### src/rtl/traffic_conflict_monitor.sv
`default_nettype none
// =============================================================================
// Module      : traffic_conflict_monitor
// Description : Fail-safe checker between signal controller and lamp drivers.
// Revision    : 1.0
// =============================================================================
module traffic_conflict_monitor #(
    parameter int MIN_GREEN  = 30,
    parameter int MIN_YELLOW = 10,
    parameter int FLASH_HALF = 8
) (
    input  logic       clk,
    input  logic       rst_n,
    input  logic [2:0] a_in,
    input  logic [2:0] b_in,
    input  logic [2:0] c_in,
    input  logic [2:0] d_in,
    input  logic       fault_clr,
    output logic [2:0] a_out,
    output logic [2:0] b_out,
    output logic [2:0] c_out,
    output logic [2:0] d_out,
    output logic       fault,
    output logic [2:0] fault_code
);

    localparam int DW = $clog2(MIN_GREEN + 1);
    localparam int FW = $clog2(2 * FLASH_HALF);

    localparam logic [2:0]    C_GREEN      = 3'b100;
    localparam logic [2:0]    C_YELLOW     = 3'b010;
    localparam logic [2:0]    C_RED        = 3'b001;
    localparam logic [2:0]    C_DARK       = 3'b000;
    localparam logic [DW-1:0] C_MIN_GREEN  = DW'(MIN_GREEN);
    localparam logic [DW-1:0] C_MIN_YELLOW = DW'(MIN_YELLOW);
    localparam logic [FW-1:0] C_FLASH_HALF = FW'(FLASH_HALF);
    localparam logic [FW-1:0] C_FLASH_LAST = FW'(2 * FLASH_HALF - 1);

    typedef enum logic [0:0] {
        MONITOR = 1'b0,
        FAULT   = 1'b1
    } state_t;

    state_t r_state;
    state_t w_state_next;

    // Lane index 0..3 corresponds to approaches A..D.
    logic [3:0][2:0]    r_in_q;
    logic [3:0][2:0]    r_prev;
    logic [3:0][2:0]    r_out;
    logic [3:0][DW-1:0] r_dwell;
    logic [FW-1:0]      r_flash;
    logic               r_fault;
    logic [2:0]         r_code;

    logic [3:0][2:0]    w_out_next;
    logic [3:0][2:0]    w_prev_next;
    logic [3:0][DW-1:0] w_dwell_next;
    logic [3:0][DW-1:0] w_dwell_inc;
    logic [FW-1:0]      w_flash_next;
    logic               w_fault_next;
    logic [2:0]         w_code_next;

    logic [3:0] w_illegal;
    logic [3:0] w_active;
    logic [3:0] w_bad_trans;
    logic [3:0] w_short_g;
    logic [3:0] w_short_y;
    logic       w_conflict;
    logic       w_all_red;
    logic [2:0] w_viol;

    for (genvar i = 0; i < 4; i++) begin : g_lane
        assign w_illegal[i]   = !((r_in_q[i] == C_GREEN) || (r_in_q[i] == C_YELLOW) ||
                                  (r_in_q[i] == C_RED));
        assign w_active[i]    = (r_in_q[i] != C_RED);
        assign w_bad_trans[i] = ((r_prev[i] == C_GREEN)  && (r_in_q[i] == C_RED))    ||
                                ((r_prev[i] == C_YELLOW) && (r_in_q[i] == C_GREEN))  ||
                                ((r_prev[i] == C_RED)    && (r_in_q[i] == C_YELLOW));
        assign w_short_g[i]   = (r_prev[i] == C_GREEN) && (r_in_q[i] == C_YELLOW) &&
                                (r_dwell[i] < C_MIN_GREEN);
        assign w_short_y[i]   = (r_prev[i] == C_YELLOW) && (r_in_q[i] == C_RED) &&
                                (r_dwell[i] < C_MIN_YELLOW);
        assign w_dwell_inc[i] = (r_in_q[i] != r_prev[i]) ? DW'(1) :
                                (r_dwell[i] == C_MIN_GREEN) ? r_dwell[i] :
                                r_dwell[i] + DW'(1);
    end

    // x & (x-1) is non-zero exactly when two or more lanes are active.
    assign w_conflict = |(w_active & (w_active - 4'd1));
    assign w_all_red  = ~|w_active;

    always_comb begin
        w_viol = 3'd0;
        if (|w_illegal) begin
            w_viol = 3'd1;
        end else if (w_conflict) begin
            w_viol = 3'd2;
        end else if (|w_bad_trans) begin
            w_viol = 3'd3;
        end else if (|w_short_g) begin
            w_viol = 3'd4;
        end else if (|w_short_y) begin
            w_viol = 3'd5;
        end
    end

    always_comb begin
        w_state_next = r_state;
        w_out_next   = r_out;
        w_prev_next  = r_prev;
        w_dwell_next = r_dwell;
        w_flash_next = r_flash;
        w_fault_next = r_fault;
        w_code_next  = r_code;
        if (r_state == MONITOR) begin
            if (w_viol != 3'd0) begin
                w_state_next = FAULT;
                w_fault_next = 1'b1;
                w_code_next  = w_viol;
                w_out_next   = {4{C_RED}};
                w_flash_next = '0;
            end else begin
                w_out_next   = r_in_q;
                w_prev_next  = r_in_q;
                w_dwell_next = w_dwell_inc;
            end
        end else begin
            if (fault_clr && w_all_red) begin
                w_state_next = MONITOR;
                w_fault_next = 1'b0;
                w_code_next  = 3'd0;
                w_out_next   = {4{C_RED}};
                w_prev_next  = {4{C_RED}};
                w_dwell_next = '0;
                w_flash_next = '0;
            end else begin
                w_flash_next = (r_flash == C_FLASH_LAST) ? '0 : r_flash + FW'(1);
                w_out_next   = (w_flash_next < C_FLASH_HALF) ? {4{C_RED}} : {4{C_DARK}};
            end
        end
    end

    always_ff @(posedge clk or negedge rst_n) begin
        if (!rst_n) begin
            r_state <= MONITOR;
        end else begin
            r_state <= w_state_next;
        end
    end

    always_ff @(posedge clk or negedge rst_n) begin
        if (!rst_n) begin
            r_in_q  <= {4{C_RED}};
            r_prev  <= {4{C_RED}};
            r_out   <= {4{C_RED}};
            r_dwell <= '0;
            r_flash <= '0;
            r_fault <= 1'b0;
            r_code  <= 3'd0;
        end else begin
            r_in_q  <= {d_in, c_in, b_in, a_in};
            r_prev  <= w_prev_next;
            r_out   <= w_out_next;
            r_dwell <= w_dwell_next;
            r_flash <= w_flash_next;
            r_fault <= w_fault_next;
            r_code  <= w_code_next;
        end
    end

    assign a_out      = r_out[0];
    assign b_out      = r_out[1];
    assign c_out      = r_out[2];
    assign d_out      = r_out[3];
    assign fault      = r_fault;
    assign fault_code = r_code;

endmodule
`default_nettype wire
### config.mk
export PLATFORM = sky130hd
export DESIGN_NAME = traffic_conflict_monitor
export DESIGN_NICKNAME = d
export VERILOG_FILES = /design/src/rtl/traffic_conflict_monitor.sv
export SDC_FILE = /design/constraint.sdc
export NUM_CORES = 1
export LEC_CHECK = 0
export ABC_AREA = 1
export CAP_MARGIN = 5
export CELL_PAD_IN_SITES_DETAIL_PLACEMENT = 1
export CELL_PAD_IN_SITES_GLOBAL_PLACEMENT = 1
export CORE_ASPECT_RATIO = 1.2
export CORE_MARGIN = 8
export CORE_UTILIZATION = 33
export CTS_BUF_LIST = sky130_fd_sc_hd__clkbuf_2
export DETAILED_ROUTE_END_ITERATION = 8
export HOLD_SLACK_MARGIN = 0.03
export PLACE_DENSITY_LB_ADDON = 0.1
export SLEW_MARGIN = 20
export SYNTH_ARGS = -nofsm -noshare
export SYNTH_HDL_FRONTEND = slang
export SYNTH_SLANG_ARGS = --single-unit
export TNS_END_PERCENT = 100
### constraint.sdc
create_clock -name clk -period 2.9 [get_ports clk]
set_clock_uncertainty 0.05 [all_clocks]
set_input_delay 0.58 -clock clk [delete_from_list [all_inputs] [get_ports clk]]
set_output_delay 0.58 -clock clk [all_outputs]
set_load 0.01 [all_outputs]
### After elaboration in Yosys (flattened, before gate mapping)

Index checks and enable logic that the tools add are counted.

| operators by class | value |
|---|---|
| add/sub/neg operators | 6 |
| multipliers | 0 |
| divide/modulo/power cells | 0 |
| magnitude comparators | 9 |
| equal/unequal tests | 43 |
| shift operators | 0 |
| multiplexer cells | 36 |
| bitwise gates (word level) | 1 |
| reduce and logical (&&, ||, !) cells | 64 |

Operators by type and width:

| operator | count |
|---|---|
| $mux 12 | 5 |
| $mux 20 | 3 |
| $mux 5 | 8 |
| $logic_and 1x1->1 | 29 |
| $eq 3x1->1 const B | 8 |
| $eq 3x2->1 const B | 8 |
| $eq 3x3->1 const B | 8 |
| $mux 3 | 8 |
| $reduce_or 4->1 | 6 |
| $add 5x1->5 const B | 4 |
| $eq 5x5->1 const B | 4 |
| $lt 5x4->1 const B | 4 |
| $lt 5x5->1 const B | 4 |
| $mux 10 | 2 |
| $logic_or 1x1->1 | 16 |
| $mux 4 | 4 |
| $ne 3x1->1 const B | 4 |
| $ne 3x3->1 | 4 |
| $ne 3x3->1 const B | 4 |
| $reduce_and 3->1 | 4 |
| $mux 1 | 6 |
| $logic_not 1->1 | 5 |
| $add 4x1->4 const B | 1 |
| $and 4x4->4 | 1 |
| other kinds (8) | 9 |

| storage, ports and cells | value |
|---|---|
| register bits after elaboration | 65 |
| bits in latches | 0 |
| bits in writable memories | 0 |
| bits in read-only memories | 0 |
| input bits | 15 |
| output and inout bits | 16 |
| logic and storage cells | 179 |
| memories kept | 0 |

### Logic depth before layout (Yosys ltp)

| depth | value |
|---|---|
| depth after elaboration | 12 |
| gate-level depth with buffers | 16 |
| mapped depth without buffers | 15 |

### Worst setup path after synthesis

Ideal clock, no wire load.

| path | value |
|---|---|
| path type | flip-flop to flip-flop |
| start point | register r_in_q[3] in the netlist's numbering |
| end point | register r_prev[2] in the netlist's numbering |
| setup time | 0.122 ns |
| arrival | 1.879 ns |
| required time | 2.728 ns |
| setup slack | 0.849 ns |
| cell stages (with the launch flop) | 14 |
| buffers on the path | 2 |
| clock period less this slack | 2.051 ns |
| path through | dfstp_2 clkbuf_2 nand3_1 nor2_2 nand2_2 a21oi_4 nand3_2 nor2_4 nand3_2 nand2_4 nand2_4 buf_6 nand2_1 o21ai_1 |

| between the ends | value |
|---|---|
| word-level cells in the longest chain between the ends | 12 |
| elaborated cells on any way between the ends | 35 |
| those cells by class | 1 x add/sub; 6 x eq/ne; 5 x mux; 1 x bitwise; 22 x reduce/logical |

Ends and longest elaborated chain:

| element | RTL line | source |
|---|---|---|
| start, declared | 48 | `logic [3:0][2:0] r_in_q;` |
| start signal, assigned | 154 | `r_in_q <= {4{C_RED}};` |
| start signal, assigned | 162 | `r_in_q <= {d_in, c_in, b_in, a_in};` |
| branches (longest 11 deep; another with $sub 4x1->4) | n/a |  |
| $reduce_and 2->1 (no source line) * | n/a |  |
| end signal, assigned | 155 | `r_prev <= {4{C_RED}};` |
| end signal, assigned | 163 | `r_prev <= w_prev_next;` |
| end, declared | 49 | `logic [3:0][2:0] r_prev;` |

Every way passes the cells marked *.
A chain may end at the register's enable or synchronous reset.

### Worst setup path after layout

| path | value |
|---|---|
| start point | register r_in_q[2] in the netlist's numbering |
| end point | register r_prev[10] in the netlist's numbering |

The elaborated chain is that of the path after synthesis.

==> metrics.md <==
| Metric | Value |
|---|---|
| Syn avg cell area | 7.87 um2 |
| Max cap viols | 0 |
| Final layout net count | 520 |
| Clk pwr share | 0.269 |
| #FFs+latches synth | 65 |
| Global-route wire length before repair | between 15 and 20 mm |
| WL/cell | about 15 um |
| HP Class | input port to flip-flop |
| Post-CTS sizing | 0 |
| Switching pwr | between 0.5 and 0.6 mW |
| Worst slew pin tran | approximately 0.56 ns |
| Core Rows | 42 |
| Worst-path clk slew | around 0.21 ns |
| Max Slew Vio Count | 0 |
| Maximum vdd drop | 0.265 mV |
| RSZ-0062 raised after global routing | no |
| H-tree depth | 3 |
| Pwr/cell area | about 420 nW/um2 |
| Setup violators final | 0 |
| Via density | roughly 4.8 |
| Kind of critical path | flip-flop to flip-flop |
| Post-synthesis sequential area ratio | 0.454 |
| Yosys cell types | 33 |
| Proportion of power drawn by combinational gates | 0.141 |
| DR iter-0 viols | 89 |
| Initial antenna violation count | 1 |
| Int Power | around 1.2 mW |
| Fraction of layout cells with a size suffix above 1 | 0.104 |
| Routed WL | ~9.6 mm |
| Required @ worst endpoint | between 3 and 4 ns |
| GRT Overall Usage | 0.141 |
| Antenna-violating nets left | 0 |
| Synth area leader | dfrtp_1 |
| CTS tree | done |
| Drt pass-1 iters | 4 |
| Fin. Hold Viols | 0 |
| Worst hold margin | 0.387 ns |
| Largest net degree at the start of global routing | 66 |
| Hold bufs inserted after CTS | 1 |
| Ys flop type | dfrtp_1 |
| Fmax | ~430 MHz |
| Minimum clock period | between 2 and 2.5 ns |
| Yosys synthesis warning count | 0 |
| Synthesized area | 3610 um2 |
| Ranking of synthesized cells by area | dfrtp_1, nand2_1, dfstp_2, inv_1, nor2_1 |
| Syn Nets | 483 |
| Clk Latency, worst-skew pair | 0.53 ns |
| Synth-to-Final Area Change | 15.1% |
| Max FO, Critical Path | 16 |
| Status | finished clean |
| CP Data Arrival Time | between 2 and 3 ns |
| Starting Density | 0.332 |
| Port buffer count | 30 |
| Floorplan core area | 10900 um2 |
| Chip Height | about 130 um |
| Synth Instances | about 460 |
| Worst setup EP type | flip-flop |
| Grt total ovfl | 0 |
| Clock sinks | 65 |
| Fillers | roughly 1300 |
| Max clock buf depth | 2 |
| Startpoint Class | flip-flop |
| Gpl congestion | about 0.84 |
| CTS buffer count | 9 |
| Die width | approximately 110 um |
| Reg power frac | 0.590 |
| Residual DRC | 0 |
| Setup_tns | 0 ns |
| Synth top area share | 0.367 |
| Ys async rst share | 1.00 |
| Slew margin rel. | 0.627 |
| Vias in the first global route | roughly 3400 |
| Via count | 3028 |
| CTS root buffer | clkbuf_2 |
| Placed wire-length estimate | between 7 and 8 mm |
| Die area | ~15000 um2 |
| Number of flops mapped to enable cells by yosys | 0 |
| P_leak | approximately 2.1 nW |
| Net Sw Frac | 0.303 |
| Post-CTS Setup Bufs | 0 |
| IO Count | 31 |
| Final Cycle Share | 0.809 |
## synthesized netlist by cell type, types with 2 or more instances
master,number
nand2_1,110
inv_1,60
nor2_1,54
dfrtp_1,53
nand3_1,40
o21ai_0,23
o21ai_1,16
xnor2_1,13
dfstp_2,12
nand4_1,10
ha_1,9
nor3_1,9
xor2_1,9
nand2_2,5
nand3b_1,5
o21ai_2,4
a21oi_1,3
buf_2,3
buf_6,2
clkbuf_1,2
inv_2,2
nand2_4,2
nand3_2,2
o211ai_1,2
## path summary, 6_finish.rpt
| path | end | start | cells past startpoint | slack (ns) |
|---|---|---|---|---|
| worst max-delay path | r_prev[10] | r_in_q[2] | 12 | 0.55 |
| worst min-delay path | r_in_q[9] | d_in[0] | 1 | 0.39 |
| worst max register to register | r_prev[10] | r_in_q[2] | 12 | 0.55 |
| worst min register to register | fault | fault | 2 | 0.46 |
| max in group asynchronous | r_prev[6] | rst_n | 3 | 1.92 |
| min in group asynchronous | r_dwell[17] | rst_n | 3 | 0.53 |
## critical path: stages (launching register included)
cell,delay (ns)
dfrtp_1,0.47
inv_1,0.17
nand3_1,0.17
nor2_2,0.20
nand2_2,0.08
a21oi_4,0.16
nand3_2,0.12
nor2_4,0.14
nand3_2,0.11
nand2_4,0.19
nand2_4,0.19
nand2_1,0.10
o21ai_0,0.08
## sequential cells by signal (all words and copies together), names as in the netlist
signal,cells
a_out,3
r_in_q,12
b_out,3
d_out,3
c_out,3
fault,1
r_prev,12
r_state,1
fault_code,3
r_dwell,20
r_flash,4
## placed cells by master, fill, tap and decap left out, types with 2 or more instances in the layout
master	count
clkinv_2	2
dfstp_2	12
nand4_1	10
clkdlybuf4s50_1	29
o21ai_1	16
inv_1	60
a21oi_1	3
o21ai_0	23
o21ai_2	4
buf_4	2
nand2_4	2
xnor2_1	13
nand2_2	5
nand2_1	110
inv_2	2
nor3_1	9
nor2_1	54
clkinvlp_4	3
nand3b_1	5
nand3_2	2
ha_1	9
nand3_1	40
xor2_1	9
o211ai_1	2
dfrtp_1	53
clkbuf_2	10
## routing by layer
layer | vias up | part of all wire | global-route usage | routed length, um
li1 | 1547 | - | - | -
met1 | 1437 | 0.47 | 0.163 | 4460
met2 | 29 | 0.49 | 0.248 | 4670
met3 | 15 | 0.025 | 0.0248 | 236
met4 | 0 | 0.023 | 0.0749 | 221
met5 | - | 0 | 0 | 0
## cell type report
type | instances | area, um2 | share of cell area
repair buffers | 34 | 340 | 0.0819
clock inverters | 6 | 36.3 | 0.00873
inverters | 62 | 233 | 0.0560
flip-flops and latches | 65 | 1640 | 0.395
multi-input cells | 324 | 1690 | 0.406
diodes | 1 | 2.50 | 0.000602
well taps | 132 | 165 | 0.0397
clock buffers | 10 | 50.0 | 0.0120
## kinds of logic (layout without fill, tap and decap cells)
group                    Yosys count  in the layout  share of synthesized area
AND/OR/NAND/NOR                  242            242                      0.302
AO/OA/AOI/OAI                     51             51                     0.0807
buffers and inverters             70            112                     0.0783
adder cells (fa/ha/maj)            9              9                     0.0312
flip-flops                        65             65                      0.454
other                              0              1                          0
XOR/XNOR                          22             22                     0.0533
## stage by stage
step / utilization / power (mW) / area (um2) / worst slack, ns / cells
floorplan: - / 1.15 / 3610 / 0.849 / 459
global placement: 0.373 / 1.29 / 4060 / 0.617 / 616
detailed placement: 0.373 / 1.29 / 4060 / 0.551 / 616
CTS: 0.382 / 1.77 / 4160 / 0.505 / 633
global route: 0.382 / 1.84 / 4160 / 0.282 / 634
finish: 0.382 / 1.74 / 4160 / 0.553 / 634
## power by group through the flow
stage,sequential (mW),clock [mW],combinational (mW)
2_1_floorplan,1.05,0,0.100
3_3_place_gp,1.04,0,0.252
3_5_place_dp,1.04,0,0.251
4_1_cts,1.03,0.489,0.255
5_1_grt,1.04,0.520,0.280
6_report,1.03,0.467,0.245
Power figures use the tool's default switching activity.
